<file path="src/rtl/ahfp_add_arbiter.sv">
// Round-robin arbiter sharing one ahfp_add adder among NREQ requesters, with a tag pipeline for result return.
// Define AHFP_ARB_FIXED_PRIO_EN to build a fixed-priority variant where the lowest valid index always wins.
module ahfp_add_arbiter #(
  parameter int NREQ    = 4,
  parameter int LATENCY = 0
) (
  input  logic               clk,
  input  logic               reset,
  input  logic [NREQ-1:0]    req_valid,
  input  logic [32*NREQ-1:0] req_dataa,
  input  logic [32*NREQ-1:0] req_datab,
  output logic [NREQ-1:0]    req_ready,
  output logic [31:0]        add_dataa,
  output logic [31:0]        add_datab,
  input  logic [31:0]        add_result,
  output logic [NREQ-1:0]    resp_valid,
  output logic [31:0]        resp_result,
  output logic               busy
);

  localparam int IW  = (NREQ > 1) ? $clog2(NREQ) : 1;
  localparam int NST = LATENCY + 1;

  logic [31:0]     dataa_arr [NREQ];
  logic [31:0]     datab_arr [NREQ];
  logic            grant_any;
  logic [IW-1:0]   grant_idx;
  logic [NREQ-1:0] grant;

  logic [31:0]     add_dataa_q, add_dataa_d;
  logic [31:0]     add_datab_q, add_datab_d;
  logic [NST-1:0]  tag_vld_q, tag_vld_d;
  logic [IW-1:0]   tag_idx_q [NST];
  logic [IW-1:0]   tag_idx_d [NST];
  logic [NREQ-1:0] resp_valid_q, resp_valid_d;
  logic [31:0]     resp_result_q, resp_result_d;

  genvar gi;
  generate
    for (gi = 0; gi < NREQ; gi++) begin : g_slice
      assign dataa_arr[gi] = req_dataa[32*gi +: 32];
      assign datab_arr[gi] = req_datab[32*gi +: 32];
    end
  endgenerate

`ifdef AHFP_ARB_FIXED_PRIO_EN
  // Descending scan so the lowest valid index is the one left standing.
  always_comb begin
    grant_any = 1'b0;
    grant_idx = '0;
    for (int i = NREQ - 1; i >= 0; i--) begin
      if (req_valid[i]) begin
        grant_any = 1'b1;
        grant_idx = IW'(i);
      end
    end
    if (reset) grant_any = 1'b0;
  end
`else
  logic [IW-1:0] ptr_q, ptr_d;

  // Scan offsets from far to near so the first valid index at or after ptr wins.
  always_comb begin
    grant_any = 1'b0;
    grant_idx = '0;
    for (int off = NREQ - 1; off >= 0; off--) begin
      if (req_valid[(int'(ptr_q) + off) % NREQ]) begin
        grant_any = 1'b1;
        grant_idx = IW'((int'(ptr_q) + off) % NREQ);
      end
    end
    if (reset) grant_any = 1'b0;
  end

  always_comb begin
    ptr_d = ptr_q;
    if (grant_any) begin
      ptr_d = (grant_idx == IW'(NREQ - 1)) ? '0 : grant_idx + IW'(1);
    end
  end

  always_ff @(posedge clk) begin
    if (reset) ptr_q <= '0;
    else       ptr_q <= ptr_d;
  end
`endif

  always_comb begin
    grant = '0;
    if (grant_any) grant = NREQ'(1) << grant_idx;
  end

  always_comb begin
    add_dataa_d = add_dataa_q;
    add_datab_d = add_datab_q;
    if (grant_any) begin
      add_dataa_d = dataa_arr[grant_idx];
      add_datab_d = datab_arr[grant_idx];
    end
  end

  // Tag pipeline never stalls; stage NST-1 lines up with add_result for its operation.
  always_comb begin
    tag_vld_d[0] = grant_any;
    tag_idx_d[0] = grant_idx;
    for (int s = 1; s < NST; s++) begin
      tag_vld_d[s] = tag_vld_q[s-1];
      tag_idx_d[s] = tag_idx_q[s-1];
    end
  end

  always_comb begin
    resp_valid_d  = '0;
    resp_result_d = resp_result_q;
    if (tag_vld_q[NST-1]) begin
      resp_valid_d  = NREQ'(1) << tag_idx_q[NST-1];
      resp_result_d = add_result;
    end
  end

  always_ff @(posedge clk) begin
    if (reset) begin
      add_dataa_q   <= '0;
      add_datab_q   <= '0;
      tag_vld_q     <= '0;
      resp_valid_q  <= '0;
      resp_result_q <= '0;
      for (int s = 0; s < NST; s++) tag_idx_q[s] <= '0;
    end else begin
      add_dataa_q   <= add_dataa_d;
      add_datab_q   <= add_datab_d;
      tag_vld_q     <= tag_vld_d;
      resp_valid_q  <= resp_valid_d;
      resp_result_q <= resp_result_d;
      for (int s = 0; s < NST; s++) tag_idx_q[s] <= tag_idx_d[s];
    end
  end

  assign req_ready   = grant;
  assign add_dataa   = add_dataa_q;
  assign add_datab   = add_datab_q;
  assign resp_valid  = resp_valid_q;
  assign resp_result = resp_result_q;
  assign busy        = |tag_vld_q;

endmodule

</file>
<file path="config.mk">
export PLATFORM = sky130hd
export DESIGN_NAME = ahfp_add_arbiter
export DESIGN_NICKNAME = d
export VERILOG_FILES = /design/src/rtl/ahfp_add_arbiter.sv
export SDC_FILE = /design/constraint.sdc
export NUM_CORES = 1
export LEC_CHECK = 0
export CAP_MARGIN = 20
export CELL_PAD_IN_SITES_DETAIL_PLACEMENT = 0
export CELL_PAD_IN_SITES_GLOBAL_PLACEMENT = 1
export CORE_ASPECT_RATIO = 0.5
export CORE_MARGIN = 4
export CORE_UTILIZATION = 24
export DETAILED_ROUTE_END_ITERATION = 10
export PLACE_DENSITY = 0.85
export SYNTH_ARGS = -nofsm -noshare
export SYNTH_HDL_FRONTEND = slang
export SYNTH_SLANG_ARGS = --single-unit
</file>
<file path="constraint.sdc">
create_clock -name clk -period 2.31 [get_ports clk]
set_input_delay 0.462 -clock clk [delete_from_list [all_inputs] [get_ports clk]]
set_output_delay 0.462 -clock clk [all_outputs]
set_load 0.01 [all_outputs]
</file>
### Word-level counts from Yosys, hierarchy flattened

Memory sizes are Yosys's and may differ from the RTL's.
Cells that the tools add are included.

* register bits: 103
* memory bits (writable): 2
* word-level logic and storage cells: 62
* memories: 1

Memory list
* tag_idx_q: words 1, bits a word 2, rd ports 1, clocked after Yosys merged registers in 0, write ports 1, line 33 `logic [IW-1:0] tag_idx_q [NST];`

* $add $sub $neg: 4
* order comparisons: 5
* equal/unequal tests: 1
* shift operators: 2
* mux-type cells: 33
* bitwise gates (word level): 5
* reduce and logical (&&, ||, !) cells: 5

Operator list (number)
* 32-bit binary-select mux with 2-bit select: 2
* 32-bit 2-to-1 mux: 4
* 1-bit 2-to-1 mux: 16
* 3-bit by 4-bit less-than comparator with 1-bit output, second input constant: 3
* 2-bit 2-to-1 mux: 6
* 2-bit OR reduction: 5
* 1-bit binary-select mux with 2-bit select: 4
* 1-bit by 2-bit left shift with 4-bit output, first input constant: 2
* 2-bit by 1-bit adder with 2-bit output, second input constant: 2
* 2-bit adder, second input constant: 2
* 4-bit 2-to-1 mux: 1
* 1-bit AND, first input constant: 3
* 3-bit greater-or-equal comparator, second input constant: 1
* 2-bit by 3-bit less-than comparator with 1-bit output, second input constant: 1
* 2-bit inverter with 3-bit output: 1
* 2-bit == test, second input constant: 1
* 1-bit inverter: 1

### Logic depth before layout (Yosys ltp)

Gate-level depths: netlist (run 1).

* depth after elaboration: 14
* gate-level depth with buffers: 8

### Worst setup path after synthesis (run 1)

Ideal clock, no wire load.

* path kind: input -> output
* from: input port req_valid[2]
* to: output port req_ready[1]
* arrival: 1.762 ns
* data required time: 1.848 ns
* path slack: 0.086 ns
* stages on the path: 5
* path buffers: 1
* cell sequence: nor2b_1 nor4b_2 nor2_1 buf_2 nor3_1

* word-level cells in the longest chain between the ends: 9
* elaborated cells between the ends (all ways): 22
* those cells by class: shift: 1; mux: 21

RTL lines
* start, declared: line 9 `input logic [NREQ-1:0] req_valid,`
* 1-bit binary-select mux with 2-bit select: line 67 `if (req_valid[(int'(ptr_q) + off) % NREQ]) begin`
* 1-bit 2-to-1 mux (implied by the code) (2 in a row): line 67
* 2-bit 2-to-1 mux / 1-bit 2-to-1 mux (equally long branches) (4 in a row): line 67
* 1-bit by 2-bit left shift with 4-bit output / 1-bit 2-to-1 mux (equally long branches): line 90, 72
* 4-bit 2-to-1 mux *: line 90 `if (grant_any) grant = NREQ'(1) << grant_idx;`
* end, declared: line 12 `output logic [NREQ-1:0] req_ready,`

Every way passes the cells marked *; elsewhere a longest branch is shown, timed or not. The select of a mux whose other input is x is not followed.

### Worst setup path in the final report (run 1)

* from: input port req_valid[0]
* to: output port req_ready[0]

Same word-level chain as after synthesis.

==> out/metrics.csv, run 1 <==
stage;metric;value;unit
critical_path;cp.arrival;1870;ps
die;die_w;224;um
sta;slew_headroom;54.3;%
die;rows;39;
synth;synthesis.nets;951;
layout;fin_nets;1334;
cts;clkTransAtPathRegs;80;ps
placement;post-dp-hpwl;20500;um
cts;clock_latency;350;ps
routing;first_iter_violations;342;
sta;rsz0062_at_grt;true;
synth;yosys_warnings;0;
synth;netlist_area;5570;um2
placement;dp_slack;-713;ps
status;violations;setup timing;
die;start_util;24.4;%
grt;grt_first_pass_wirelength;40000;um
synth;synthSimpleGateAreaFrac;19.4;%
layout;antenna_cells;0;
sta;tightest_slew;685;ps
sta;max_freq;428;MHz
sta;final_max_slew_viol_count;0;
routing;drt-wirelength-per-cell;20.4;um
cts;cts_buffers;9;
power;p_sw_share;33.2;%
critical_path;crit_required;1850;ps
synth;yosysTopAreaCellShare;37.7;%
routing;routed_wl;27600;um
grt;grt_pass1_vias;6676;
synth;synth_compound_area_share;25.2;%
synth;synth.area.mux_share;12.2;%
critical_path;cp-start-kind;input pin;
routing;first_pass_iters;5;
die;pin_count;399;
die;die_h;116;um
synth;synth.area.top_cells;dfxtp_1 (38%), mux2i_1 (12%), a211oi_1 (7.5%), and3_1 (6.3%), a21o_1 (4.8%);
sta;setup_viol;1;
layout;syn2layout_area_growth;88.2;%
synth;yosysSeqAreaShare;37.7;%
synth;synth_cell_types;36;
placement;io_buffer_count;398;
routing;routed-via-count;6691;
layout;final_layout_size_suffix_gt1_share;7.85;%
synth;synth_largest_area_cell;dfxtp_1;
placement;placedCellCount;1335;
die;core_area;22800;um2
power;p_clk_share;24.3;%
grt;antenna_found_initial;1;
sta;setup_ws;-23.8;ps
cts;cts_num_sinks;105;
sta;skew;7.36;ps
power;p_leak;4.12;nW
synth;synth_top_family_by_area;compound AO/OA/AOI/OAI gates;
power;pwr-share-comb;43.6;%
cts;clk_path_buf_depth;2;
power;switching_power;2.36;mW
critical_path;crit_fanout;4;
layout;finish.utilization;45.9;%
power;vdd_drop_max;0.416;mV
grt;track_usage;19.9;%
critical_path;worstSetupPathType;input pin to output port;
grt;grt_max_degree;93;
worst_hold_path;hold_class;flip-flop to flip-flop;
synth;syn-instance-count;657;
power;seqPwrFrac;32.0;%
sta;tns;-23.8;ps
layout;instances_no_fill;1352;
power;p_int;4.75;mW
die;fp.dieArea;25900;um2
flow_run;maxCapViolations;0;
critical_path;end_kind;output port;
cts;hold_buffers;0;
synth;synth-adder-area-share;0;%
sta;min_period;2330;ps
grt;grt-ovfl-total;0;
power;power_per_cell_area;678;nW/um2
synth;syn_area_per_cell;8.48;um2
routing;via_per_inst;4.95;
layout;fillCellCount;2216;
cts;cts_root_buf;clkbuf_16;
cts;cts_tree;yes;
status;status;finished, violations left;
routing;ant_nets;0;
sta;fin_crit_sh;101;%
synth;synth-xor-area-share;0.157;%
placement;place_congestion;0.873;
cts;h-tree-depth;3;
synth;yosys_register_bits;105;
routing;route.detailed.drc;0;
sta;hold_viol;0;
[synthesized netlist by cell type (all sizes together)]
cell / number
or2: 1
buf: 22
clkbuf: 44
a21oi: 1
dfxtp: 105
nand3: 36
o311ai: 1
mux2i: 68
nor3: 5
or4b: 1
a21boi: 1
or4: 1
nor4b: 2
o31ai: 29
nor4bb: 2
and3: 56
nand2: 68
nor4: 2
and4b: 1
o31a: 1
a211oi: 56
o211ai: 36
o21bai: 1
a21o: 36
nor2b: 4
nor2: 38
xnor2: 1
o21ai: 36
inv: 2
[path summary, 6_finish.rpt]
kind | start | to | slack, ps | depth (start not counted)
setup / recovery | req_valid[0] | req_ready[0] | -20 | 8
hold / removal | add_dataa[9] | add_dataa[9] | 460 | 2
setup reg to reg | ptr_q[0] | add_datab[19] | 70 | 6
hold reg to reg | add_dataa[9] | add_dataa[9] | 460 | 2
[cell usage in the layout, fill, tap and decap left out, drive strengths merged, types with 2 or more instances in the layout]
cell type,synthesis,routed
o211ai,36,36
inv,2,2
mux2i,68,68
nand3,36,36
a21o,36,36
buf,22,44
nor2b,4,4
a211oi,56,56
clkdlybuf4s50,0,390
clkbuf,44,12
clkdlybuf4s15,0,2
nand2,68,68
and3,56,56
nor4,2,2
o31ai,29,29
o21ai,36,36
nor3,5,5
nor4b,2,2
dfxtp,105,105
clkinv,0,3
nor2,38,38
bufinv,0,2
nor4bb,2,2
[state kept, by name (all words and copies together) (netlist names)]
name         count
add_datab       32
resp_valid       4
busy             1
ptr_q            2
tag_idx_q        2
resp_result     32
add_dataa       32
[metrics by stage]
stage	instance area [um2]	hold WS [ps]	total power, mW
CTS	10500	461	7.17
finish	10500	460	7.12
floorplan	5570	428	3.70
global route	10500	488	7.49
global placement	10100	435	5.32
detailed placement	10100	442	5.38
[timing repair]
action / 4_1_cts / 5_1_grt
gates resized for setup: 38 / 15
buffers inserted: 1 / 0
endpoints found under the setup margin: 69 / 12
pin swaps: 3 / 2
[layout make-up]
cell class / instances / area [um2] / share of cell area [%]
Inverter: 2 / 7.51 / 0.0716
Multi-Input combinational cell: 484 / 3290 / 31.4
Sequential cell: 105 / 2110 / 20.1
Timing Repair Buffer: 438 / 4380 / 41.7
Clock buffer: 11 / 243 / 2.31
Tap cell: 307 / 384 / 3.66
Clock inverter: 5 / 78.8 / 0.751
[routing by layer]
| layer | track usage, % | wire length (um) | up-vias |
|---|---|---|---|
| met2 | 36.7 | 14600 | 160 |
| li1 | - | - | 3194 |
| met1 | 23.8 | 11400 | 3287 |
| met5 | 0 | 13 | - |
| met3 | 3.77 | 868 | 48 |
| met4 | 5.87 | 721 | 2 |
[power by group through the flow]
stage / clock (mW) / combinational (mW) / sequential (mW)
6_report: 1.73 / 3.11 / 2.28
5_1_grt: 1.86 / 3.32 / 2.31
4_1_cts: 1.79 / 3.10 / 2.28
3_5_place_dp: 0 / 3.07 / 2.31
3_3_place_gp: 0 / 3.01 / 2.30
2_1_floorplan: 0 / 1.27 / 2.43
[critical path, cell delays in order]
cell,delay [ps]
clkdlybuf4s15_2,190
buf_6,130
nor2b_1,140
or4b_4,540
nand2_4,100
nor3_2,60
buf_4,140
buf_6,110
[cell families (layout without fill, tap and decap cells)]
group           after synthesis  in the layout
compound gates              198            198
xor+xnor                      1              1
buf+inv                      68            456
flops                       105            105
mux                          68             68
simple gates                217            217
Power figures use the tool's default switching activity.
==> run 2, diff against run 1 <==
--- a/config.mk
+++ b/config.mk
@@ -11,8 +11,11 @@
 export CORE_ASPECT_RATIO = 0.5
 export CORE_MARGIN = 4
 export CORE_UTILIZATION = 24
+export CTS_CLUSTER_DIAMETER = 150
 export DETAILED_ROUTE_END_ITERATION = 10
+export HOLD_SLACK_MARGIN = 0.08
 export PLACE_DENSITY = 0.85
+export REMOVE_ABC_BUFFERS = 1
 export SYNTH_ARGS = -nofsm -noshare
 export SYNTH_HDL_FRONTEND = slang
 export SYNTH_SLANG_ARGS = --single-unit
==> run 2 against run 1 <==
Against the previous run:
- the flow now finishes without violations
- wire length increased by 3.4%
- utilization increased by 0.26 points
- non-clock buffer count increased by 11
- power decreased by 0.63%
- sequential power about the same
- setup slack improved by 58 ps
- die area unchanged
- clock-buffer cell count decreased by 2
- via count about the same
- clock power decreased by 7%
- flip-flop and latch count unchanged
==> out/metrics.csv, run 2 (synthesis gave the netlist of run 1 again) <==
stage;metric;value;unit;change
cts;clock_latency;380;ps;+30 ps
sta;slew_headroom;60.3;%;+6.0 points
die;core_area;22800;um2;unchanged
layout;instances_no_fill;1363;;+0.81%
layout;final_layout_size_suffix_gt1_share;9.28;%;+1.4 points
critical_path;crit_fanout;4;;unchanged
cts;clk_path_buf_depth;2;;unchanged
critical_path;worstSetupPathType;input pin to output port;;
flow_run;maxCapViolations;0;;unchanged
sta;min_period;2280;ps;-57.8 ps
cts;cts_buffers;9;;unchanged
die;fp.dieArea;25900;um2;unchanged
critical_path;critPathBufInv;3;;-1
worst_hold_path;hold_class;input pin to flip-flop;;
cts;h-tree-depth;3;;unchanged
critical_path;cp-start-kind;input pin;;
sta;fin_crit_sh;98.5;%;-2.5 points
grt;grt_max_degree;72;;-23%
layout;fillCellCount;2193;;-1.0%
die;die_h;116;um;unchanged
placement;post-dp-hpwl;21700;um;+5.7%
routing;drt-wirelength-per-cell;20.9;um;+2.5%
layout;fin_nets;1345;;+0.82%
critical_path;cpMostUsedCell;buf_2;;
power;power_per_cell_area;670;nW/um2;-1.2%
cts;clkTransAtPathRegs;90;ps;about the same
worst_hold_path;hold_path_end;ptr_q[1];;
layout;final_area;10600;um2;+0.57%
critical_path;cp.arrival;1810;ps;-60 ps
sta;skew;14.1;ps;+6.70 ps
grt;grt_pass1_vias;6694;;+0.27%
critical_path;cp_cell_sequence;buf_2, buf_4, nor2b_1, or4b_4, nand2_4, nor3_4, buf_2;;
routing;ant_nets;0;;unchanged
sta;setup_viol;0;;-1
routing;first_pass_iters;5;;unchanged
die;start_util;24.4;%;unchanged
layout;finish.utilization;46.2;%;+0.26 points
routing;routed-via-count;6689;;-0.030%
critical_path;slowest_delay;580;ps;+40 ps
worst_hold_path;whs_path_depth;4;;+2
placement;io_buffer_count;398;;unchanged
cts;cts_root_buf;clkbuf_16;;
layout;antenna_cells;0;;unchanged
critical_path;r2r_slack;150;ps;+80 ps
critical_path;startpoint;req_valid[0];;
critical_path;rr_worst_depth;7;;+1
placement;placedCellCount;1342;;+0.52%
power;p_leak;4.15;nW;+0.79%
critical_path;critical_path.top_delay_family;simple AND/OR/NAND/NOR gates;;
status;status;complete, no violations;;
power;vdd_drop_max;0.355;mV;-15%
die;die_w;224;um;unchanged
routing;first_iter_violations;497;;+45%
critical_path;reg2reg_to;add_datab[15];;
die;pin_count;399;;unchanged
placement;place_congestion;0.885;;+1.4%
sta;max_freq;439;MHz;+2.5%
layout;final_common_cell;clkdlybuf4s50_1;;
critical_path;crit_required;1850;ps;about the same
worst_hold_path;min_from;req_valid[0];;
sta;final_max_slew_viol_count;0;;unchanged
critical_path;r2r-start;ptr_q[1];;
grt;antenna_found_initial;1;;unchanged
cts;cts_tree;yes;;
routing;routed_wl;28500;um;+3.4%
grt;grt_first_pass_wirelength;40700;um;+1.8%
critical_path;end_kind;output port;;
layout;regArea;2110;um2;unchanged
cts;cts_num_sinks;105;;unchanged
sta;rsz0062_at_grt;false;;
die;rows;39;;unchanged
grt;grt-ovfl-total;0;;unchanged
layout;syn2layout_area_growth;89.3;%;
sta;hold_viol;0;;unchanged
routing;route.detailed.drc;0;;unchanged
grt;track_usage;20.5;%;+0.62 points
routing;via_per_inst;4.91;;-0.84%
sta;tightest_slew;596;ps;-89.5 ps
layout;final_cell_mix;clkdlybuf4s50_1 (390), dfxtp_1 (102), mux2i_1 (68);;
placement;placed_area;10100;um2;+0.52%
critical_path;crit_slowest_cell;or4b_4;;
cts;hold_buffers;0;;unchanged
layout;multiInputGateArea;3320;um2;+0.72%
critical_path;path_depth;7;;-1
==> run 2: worst max path at each step <==
| stage | end | slack [ps] |
|---|---|---|
| final | req_ready[2] | 30 |
| after global routing | req_ready[1] | 5 |
| after CTS | req_ready[2] | 5 |
| after detailed placement | req_ready[0] | -950 |
| after global placement | req_ready[2] | -970 |
| after floorplan | add_dataa[0] | -1950 |
==> run 2: power breakdown <==
group	total [mW]	switching, mW	internal [mW]
Sequential	2.31	0.193	2.12
Clock	1.61	0.843	0.766
Combinational	3.15	1.48	1.68
==> run 2: cell type report <==
class | count | share of cell area (%)
clock inverter | 7 | 0.676
sequential | 105 | 20.0
multi-input combinational | 484 | 31.4
timing repair buffer | 449 | 42.1
tap | 307 | 3.64
clock buffer | 9 | 2.13
inverter | 2 | 0.0712
==> run 2: per-layer routing <==
layer  vias up  global-route usage, %  part of all wire [%]
met1      3221                   26.2                    42
met4         2                   5.50                   2.3
met5         -                      0                 0.063
met2       206                   35.7                    51
li1       3215                      -                     -
met3        45                   4.23                   5.0
==> run 2: timing repair <==
item | in CTS | in global routing
buffers inserted | 5 | 2
pin swaps | 8 | 4
endpoints found under the setup margin | 69 | 42
resized for setup | 42 | 14
==> run 2: worst min-delay path, stage by stage <==
cell and delay, ps:
buf_2 140, nor4_2 70, nand2_1 60, a21oi_1 50
==> run 2: metrics by stage <==
stage	hold slack, ps	power, mW	worst slack (ps)	TNS (ps)
floorplan	426	3.62	-1950	-111790
detailed placement	444	5.43	-950	-45220
finish	423	7.07	34.1	0
global placement	438	5.39	-975	-41030
global route	432	7.43	4.92	0
CTS	386	7.12	5.10	0
